<file path="config.mk">
export PLATFORM = sky130hd
export DESIGN_NAME = display_arbiter
export DESIGN_NICKNAME = d
export VERILOG_FILES = /design/src/rtl/display_arbiter.sv
export SDC_FILE = /design/constraint.sdc
export NUM_CORES = 1
export LEC_CHECK = 0
export ABC_AREA = 1
export CAP_MARGIN = 25
export CELL_PAD_IN_SITES_DETAIL_PLACEMENT = 0
export CELL_PAD_IN_SITES_GLOBAL_PLACEMENT = 2
export CORE_MARGIN = 1.5
export CORE_UTILIZATION = 27
export CTS_BUF_LIST = sky130_fd_sc_hd__clkbuf_8
export DETAILED_ROUTE_END_ITERATION = 8
export MAX_ROUTING_LAYER = met4
export PLACE_DENSITY = 0.85
export SETUP_SLACK_MARGIN = 0.05
export SKIP_CTS_REPAIR_TIMING = 1
export SYNTH_ARGS = -nofsm -noshare
export SYNTH_HDL_FRONTEND = slang
export SYNTH_SLANG_ARGS = --single-unit
</file>
<file path="constraint.sdc">
create_clock -name clk -period 2.1 [get_ports clk]
set_input_delay 0.42 -clock clk [delete_from_list [all_inputs] [get_ports clk]]
set_output_delay 0.42 -clock clk [all_outputs]
set_load 0.005 [all_outputs]
</file>
<file path="src/rtl/display_arbiter.sv">
// Shares one display driver among NUM_REQ requesters; latest-value slots, fixed priority, periodic refresh.
// Latency: accept at edge N, grant (o_valid high) from edge N+1 when IDLE; one transfer in flight at a time.
// Backpressure: requesters are never stalled (slots overwrite); o_valid/o_data hold until i_ready, then wait on i_done.
module display_arbiter #(
    parameter int DATA_WIDTH     = 16,
    parameter int NUM_REQ        = 3,
    parameter int REFRESH_CYCLES = 1000000,
    parameter int SRC_W          = (NUM_REQ > 1) ? $clog2(NUM_REQ) : 1
) (
    input  logic                          clk,
    input  logic                          rst,
    input  logic [NUM_REQ*DATA_WIDTH-1:0] req_data,
    input  logic [NUM_REQ-1:0]            req_2s_comp,
    input  logic [NUM_REQ-1:0]            req_valid,
    output logic [NUM_REQ-1:0]            req_ready,
    output logic [DATA_WIDTH-1:0]         o_data,
    output logic                          o_2s_comp,
    output logic                          o_valid,
    input  logic                          i_ready,
    input  logic                          i_done,
    output logic [SRC_W-1:0]              o_active_src,
    output logic                          o_busy
);

    localparam logic [1:0] IDLE       = 2'd0;
    localparam logic [1:0] ISSUE      = 2'd1;
    localparam logic [1:0] WAIT_START = 2'd2;
    localparam logic [1:0] WAIT_DONE  = 2'd3;

    // Counter only needs to reach REFRESH_CYCLES-1, where it saturates.
    localparam int              CNT_W      = (REFRESH_CYCLES > 1) ? $clog2(REFRESH_CYCLES) : 1;
    localparam logic [CNT_W-1:0] CNT_MAX   = CNT_W'((REFRESH_CYCLES > 0) ? REFRESH_CYCLES - 1 : 0);
    localparam logic            REFRESH_EN = (REFRESH_CYCLES != 0);

    logic [1:0]                           state;
    logic [NUM_REQ-1:0]                   pending;
    logic [NUM_REQ-1:0][DATA_WIDTH-1:0]   slot_data;
    logic [NUM_REQ-1:0]                   slot_flag;
    logic                                 shown_valid;
    logic [CNT_W-1:0]                     cnt;

    logic [NUM_REQ-1:0]                   accept;
    logic [NUM_REQ-1:0]                   gnt_mask;
    logic [SRC_W-1:0]                     gnt_idx;
    logic [NUM_REQ-1:0]                   pending_clr;
    logic                                 any_pending;
    logic                                 refresh_due;

    assign req_ready   = {NUM_REQ{~rst}};
    assign accept      = req_valid & req_ready;
    assign any_pending = |pending;
    assign o_busy      = (state != IDLE);
    assign refresh_due = REFRESH_EN && shown_valid && (cnt == CNT_MAX);
    // A grant consumes the pending bit, but a same-cycle accept re-arms it below.
    assign pending_clr = (state == IDLE) ? gnt_mask : '0;

    // Fixed priority: lowest pending index wins.
    always_comb begin
        gnt_idx  = '0;
        gnt_mask = '0;
        for (int k = NUM_REQ - 1; k >= 0; k--) begin
            if (pending[k]) begin
                gnt_idx  = SRC_W'(k);
                gnt_mask = NUM_REQ'(1) << k;
            end
        end
    end

    // Requester slots: latest accepted value per requester.
    always_ff @(posedge clk) begin
        if (rst) begin
            slot_data <= '0;
            slot_flag <= '0;
            pending   <= '0;
        end else begin
            for (int k = 0; k < NUM_REQ; k++) begin
                if (accept[k]) begin
                    slot_data[k] <= req_data[k*DATA_WIDTH +: DATA_WIDTH];
                    slot_flag[k] <= req_2s_comp[k];
                end
            end
            pending <= (pending & ~pending_clr) | accept;
        end
    end

    // Transfer FSM with driver handshake, done tracking and refresh timer.
    always_ff @(posedge clk) begin
        if (rst) begin
            state        <= IDLE;
            shown_valid  <= 1'b0;
            cnt          <= '0;
            o_valid      <= 1'b0;
            o_data       <= '0;
            o_2s_comp    <= 1'b0;
            o_active_src <= '0;
        end else begin
            case (state)
                IDLE: begin
                    if (any_pending) begin
                        o_data       <= slot_data[gnt_idx];
                        o_2s_comp    <= slot_flag[gnt_idx];
                        o_active_src <= gnt_idx;
                        shown_valid  <= 1'b1;
                        cnt          <= '0;
                        o_valid      <= 1'b1;
                        state        <= ISSUE;
                    end else if (refresh_due) begin
                        // Re-send the value already held on o_data/o_2s_comp.
                        cnt     <= '0;
                        o_valid <= 1'b1;
                        state   <= ISSUE;
                    end else if (cnt != CNT_MAX) begin
                        cnt <= cnt + 1'b1;
                    end
                end
                ISSUE: begin
                    if (i_ready) begin
                        o_valid <= 1'b0;
                        state   <= WAIT_START;
                    end
                end
                WAIT_START: begin
                    if (!i_done) begin
                        state <= WAIT_DONE;
                    end
                end
                WAIT_DONE: begin
                    if (i_done) begin
                        state <= IDLE;
                    end
                end
                default: begin
                    state   <= IDLE;
                    o_valid <= 1'b0;
                end
            endcase
        end
    end

endmodule
</file>
* Word level (Yosys, flattened, before mapping)
Index checks and enable logic that the tools add are counted.
** Cells by class
- Magnitude comparators :: 1
- Reductions and logical operators :: 10
- Equal/unequal tests :: 9
- Bitwise operators :: 5
- Shift-type cells :: 0
- Multiply operators :: 0
- $add $sub $neg :: 1
- Divide/modulo/power cells :: 0
- Muxes and demuxes :: 24
** Operators by type and width (number)
- 20-bit 2-to-1 mux :: 3
- 16-bit binary-select mux with 2-bit select :: 1
- 20-bit by 1-bit adder with 20-bit output (second input constant) :: 1
- 20-bit equality test (second input constant) :: 1
- 20-bit != test (second input constant) :: 1
- 16-bit 2-to-1 mux :: 1
- 2-bit 2-to-1 mux :: 8
- 3-bit 2-to-1 mux :: 4
- 2-bit one-hot mux with 4 select lines :: 1
- 3-bit AND :: 2
- 2-bit != test (second input constant) :: 3
- 2-bit equality test (second input constant) :: 2
- 1-bit 2-to-1 mux :: 4
- 2-bit AND reduction :: 2
- 4-bit AND reduction :: 1
- 2-bit nonzero test :: 2
- 2-bit by 3-bit less-than comparator with 1-bit output (second input constant) :: 1
- 3-bit != test (second input constant) :: 1
- 3-bit NOT :: 1
- 3-bit OR :: 1
- 3-bit AND reduction :: 1
- 3-bit nonzero test :: 1
- 3-bit OR reduction :: 1
- 1-bit binary-select mux with 2-bit select :: 1
- other kinds (5) :: 5
** Storage, ports and cells
- Word-level logic and storage cells :: 64
- Bits in latches :: 0
- Memory bits (writable) :: 0
- Register bits :: 97
- Memories kept :: 0
- Bits in read-only memories :: 0
- Input port bits :: 58

* Depth between registers and ports, before layout
- Word-level depth :: 7
- Gate-level depth with buffers :: 12
- Depth with buffers taken out :: 12

* Worst setup path after synthesis
Ideal clock, no wire load.
- Path type :: flip-flop to flip-flop
- Start :: register cnt[1]
- End :: register cnt[8]
- Slack :: 549 ps
- Clock period less this slack :: 1551 ps
- Stages on the path, launching flop included :: 10
- Arrival time :: 1437 ps
- Library setup time :: 115 ps
- Path through :: dfxtp_1 -> ha_1 -> nand3_1 -> nor2_1 -> nand4_4 -> nand2_4 -> buf_6 -> o21ai_0 -> inv_1 -> nor2_1
** Between the ends
- Word-level cells in the longest chain between the ends :: 4
- Elaborated cells between the ends (all ways) :: 9
** RTL lines
- start, declared :: line 40 : logic [CNT_W-1:0] cnt;
- start signal, assigned :: line 113 : cnt <= cnt + 1'b1;
- 20-bit by 1-bit adder with 20-bit output / 20-bit equality test (equally long branches) :: line 113, 53
- 20-bit 2-to-1 mux / 1-bit logical AND (equally long branches) :: line 112, 53
- 20-bit 2-to-1 mux / 3-bit nonzero test (equally long branches)
- 20-bit 2-to-1 mux / 2-bit AND reduction (equally long branches)
Parallel ways exist; a longest one is shown, timed or not. The select of a mux whose other input is x is not followed.
A chain may end at the register's enable or synchronous reset.

* Worst setup path in the final report
- Start :: register state[0]
- End :: output o_busy
** Between the ends
- Word-level cells in the longest chain between the ends :: 1
** RTL lines
- start, declared :: line 35 : logic [1:0] state;
- start signal, assigned :: line 89 : state <= IDLE;
- start signal, assigned :: line 106 : state <= ISSUE;
- start signal, assigned :: line 111 : state <= ISSUE;
- 2-bit nonzero test :: line 52 : assign o_busy = (state != IDLE);
- end, declared :: line 22 : output logic o_busy
No other way between the ends.

==> impl_metrics.py <==
metrics = {
    "placement": {
        "place_area_um2": 5570,
        "dpl_worst_slack_ps": 68.2,
        "portBuffers": 81,
        "gp_congestion": 0.872,
        "dpl.hpwl_um": 9340,
    },
    "die": {
        "fp.coreArea_um2": 16500,
        "dieWidth_um": 133,
        "ios": 82,
        "initial_core_util_pct": 27.6,
        "dieArea_um2": 17700,
        "rows": 47,
        "dieHeight_um": 133,
    },
    "clock_network": {
        "htreeDepth": 3,
        "clock-sinks": 97,
        "clock-root-buffer": "clkbuf_8",
        "ctsLongestPathBuffers": 2,
        "numCtsBuffers": 9,
        "clk_pin_slew_worst_paths_ps": 100,
        "cts_tree": "yes",
        "clkLatencyLatePin_ps": 380,
    },
    "setup_path": {
        "path_cells": "inv_1, ha_2, inv_2, clkdlybuf4s50_1",
        "crit_type": "flop to output port",
        "cp.required_ps": 1680,
        "critPathMaxStageDelay_ps": 490,
        "cp-start-kind": "flop",
        "crit_fanout": 3,
        "cp.arrival_ps": 1550,
        "critPathCaptureType": "output port",
        "cp_slowest_cell": "clkdlybuf4s50_1",
    },
    "synthesis": {
        "synth.most_common_cell": "dfxtp_1",
        "ys_ff_latch": 97,
        "synthTopCellsByCount": "dfxtp_1 (97), a21oi_1 (96), inv_1 (95), nor2_1 (82), o21ai_0 (69)",
        "synth_top_area_cell": "dfxtp_1",
        "ys_top_cells_by_area": "dfxtp_1 (43%), a21oi_1 (11%), inv_1 (7.8%)",
        "syn-num-nets": 698,
        "synth_edf_count": 0,
        "yosysWarnings": 0,
        "synth_cells": 635,
        "ys_seq_area_share_pct": 42.6,
        "synth_cell_types": 34,
        "synthArstFlopShare_pct": 0,
        "synthesis.area_um2": 4550,
        "synthFlopType": "dfxtp_1",
        "avgSynthCellArea_um2": 7.17,
        "synthDominantCellAreaShare_pct": 42.6,
    },
    "timing": {
        "finalMaxSlewViolations": 0,
        "fin_crit_sh_pct": 94.0,
        "timing.setup.tns_ps": 0,
        "finalHoldViolations": 0,
        "fin_crit_ps": 1970,
        "max_freq_ghz": 0.506,
        "fin_worst_skew_ps": 12.0,
        "tightest_slew_ps": 649,
        "holdWs_ps": 458,
        "slew-limit-headroom_pct": 56.7,
        "setup_violations": 0,
        "rsz0062_at_grt": "true",
        "timing.final.ws_setup_ps": 125,
    },
    "power": {
        "leakage_nw": 2.28,
        "p_per_area_nw_per_um2": 894,
        "ir_drop_v": 0.000649,
    },
    "grt": {
        "grt_pass1_wl_um": 20400,
        "grt_pass1_vias": 3916,
        "track_usage_pct": 15.1,
        "overflow": 0,
        "antenna_found_initial": 0,
        "grt_max_degree": 71,
    },
    "final_layout": {
        "layout-drive-gt1-share_pct": 9.40,
        "nets": 771,
        "final_core_util_pct": 35.0,
        "diodes": 0,
        "fin_area_um2": 5780,
        "area_growth_pct": 27.0,
    },
    "route": {
        "dr.pass1.iters": 5,
        "final_antenna_net_count": 0,
        "vias_per_cell": 4.59,
        "drt_iter0_markers": 354,
        "vias": 4282,
        "routed_wl_um": 12800,
        "drcViolationCount": 0,
        "drt-wirelength-per-cell_um": 13.7,
    },
    "job": {
        "max-cap-violations": 0,
    },
    "hold_path": {
        "hold_class": "flop to flop",
    },
    "status": {
        "outcome": "finished clean",
    },
}
==> path summary, 6_finish.rpt <==
| path | from | slack [ps] | to | cells past startpoint |
|---|---|---|---|---|
| worst max-delay path | state[0]$_SDFFE_PP0P_ | 130 | o_busy | 4 |
| worst min-delay path | o_valid$_SDFFE_PP0P_ | 460 | o_valid$_SDFFE_PP0P_ | 2 |
| worst max register to register | cnt[1]$_SDFFE_PP0P_ | 260 | cnt[15]$_SDFFE_PP0P_ | 8 |
| worst min register to register | o_valid$_SDFFE_PP0P_ | 460 | o_valid$_SDFFE_PP0P_ | 2 |
==> kinds of logic (layout without fill, tap and decap cells) <==
family	after synthesis	count (layout)	synth area share, %
compound gates	196	196	23.4
xor+xnor	6	6	1.15
fa+ha+maj	5	5	1.37
buf+inv	134	212	12.3
flops	97	97	42.6
mux	1	1	0.220
simple gates	196	196	18.9
==> power by group <==
| group | internal (mW) | switching (mW) | leakage (nW) |
|---|---|---|---|
| logic | 0.759 | 0.892 | 1.38 |
| clock network | 0.475 | 0.767 | 0.0998 |
| registers | 2.10 | 0.174 | 0.801 |
==> registers in the layout, indices dropped and copies added, names as in the netlist <==
register / flops
slot_data: 48
cnt: 20
o_data: 16
pending: 3
slot_flag: 3
o_active_src: 2
state: 2
o_2s_comp: 1
o_valid: 1
shown_valid: 1
==> per-layer routing <==
layer | GRT usage [%] | share of wire [%] | vias up
met5 | - | 0 | -
met4 | 4.58 | 1.3 | 0
met3 | 3.10 | 5.6 | 15
met2 | 21.8 | 43 | 122
met1 | 21.2 | 50 | 1945
li1 | - | - | 2200
==> metrics by stage <==
step	power, mW	cells
after detailed placement	3.93	916
after global placement	3.89	916
after global routing	5.51	933
after floorplan	3.20	635
after CTS	5.19	932
final	5.17	933
==> critical path: cells and delay by family (launching register included) <==
kind       cells  cell delay (ps)
flops          1              360
fa+ha+maj      1              190
buf+inv        3              620
==> cells in the final DEF (no fill, tap or decap), types with 5 or more instances in the layout <==
cell | synthesis | layout
nand3_1 | 20 | 20
clkbuf_8 | 1 | 9
inv_1 | 95 | 93
inv_2 | 4 | 6
nand4_1 | 5 | 5
a21oi_1 | 96 | 96
clkdlybuf4s50_1 | 0 | 81
a21oi_2 | 7 | 7
buf_4 | 4 | 16
o211ai_1 | 17 | 17
o21ai_0 | 69 | 69
dfxtp_1 | 97 | 95
nand2_1 | 68 | 68
nor2_1 | 82 | 82
xor2_1 | 6 | 6
or2_2 | 7 | 7
nor3_1 | 5 | 5
==> area by class of cell <==
type / count / area, um2
fill: 1745 / 10700
clock buffer: 9 / 124
sequential: 97 / 1940
inverter: 99 / 372
clock inverter: 7 / 80.1
tap: 220 / 275
timing repair buffer: 97 / 931
multi-input combinational: 404 / 2060
No activity file was read; power rests on OpenSTA's default activity.
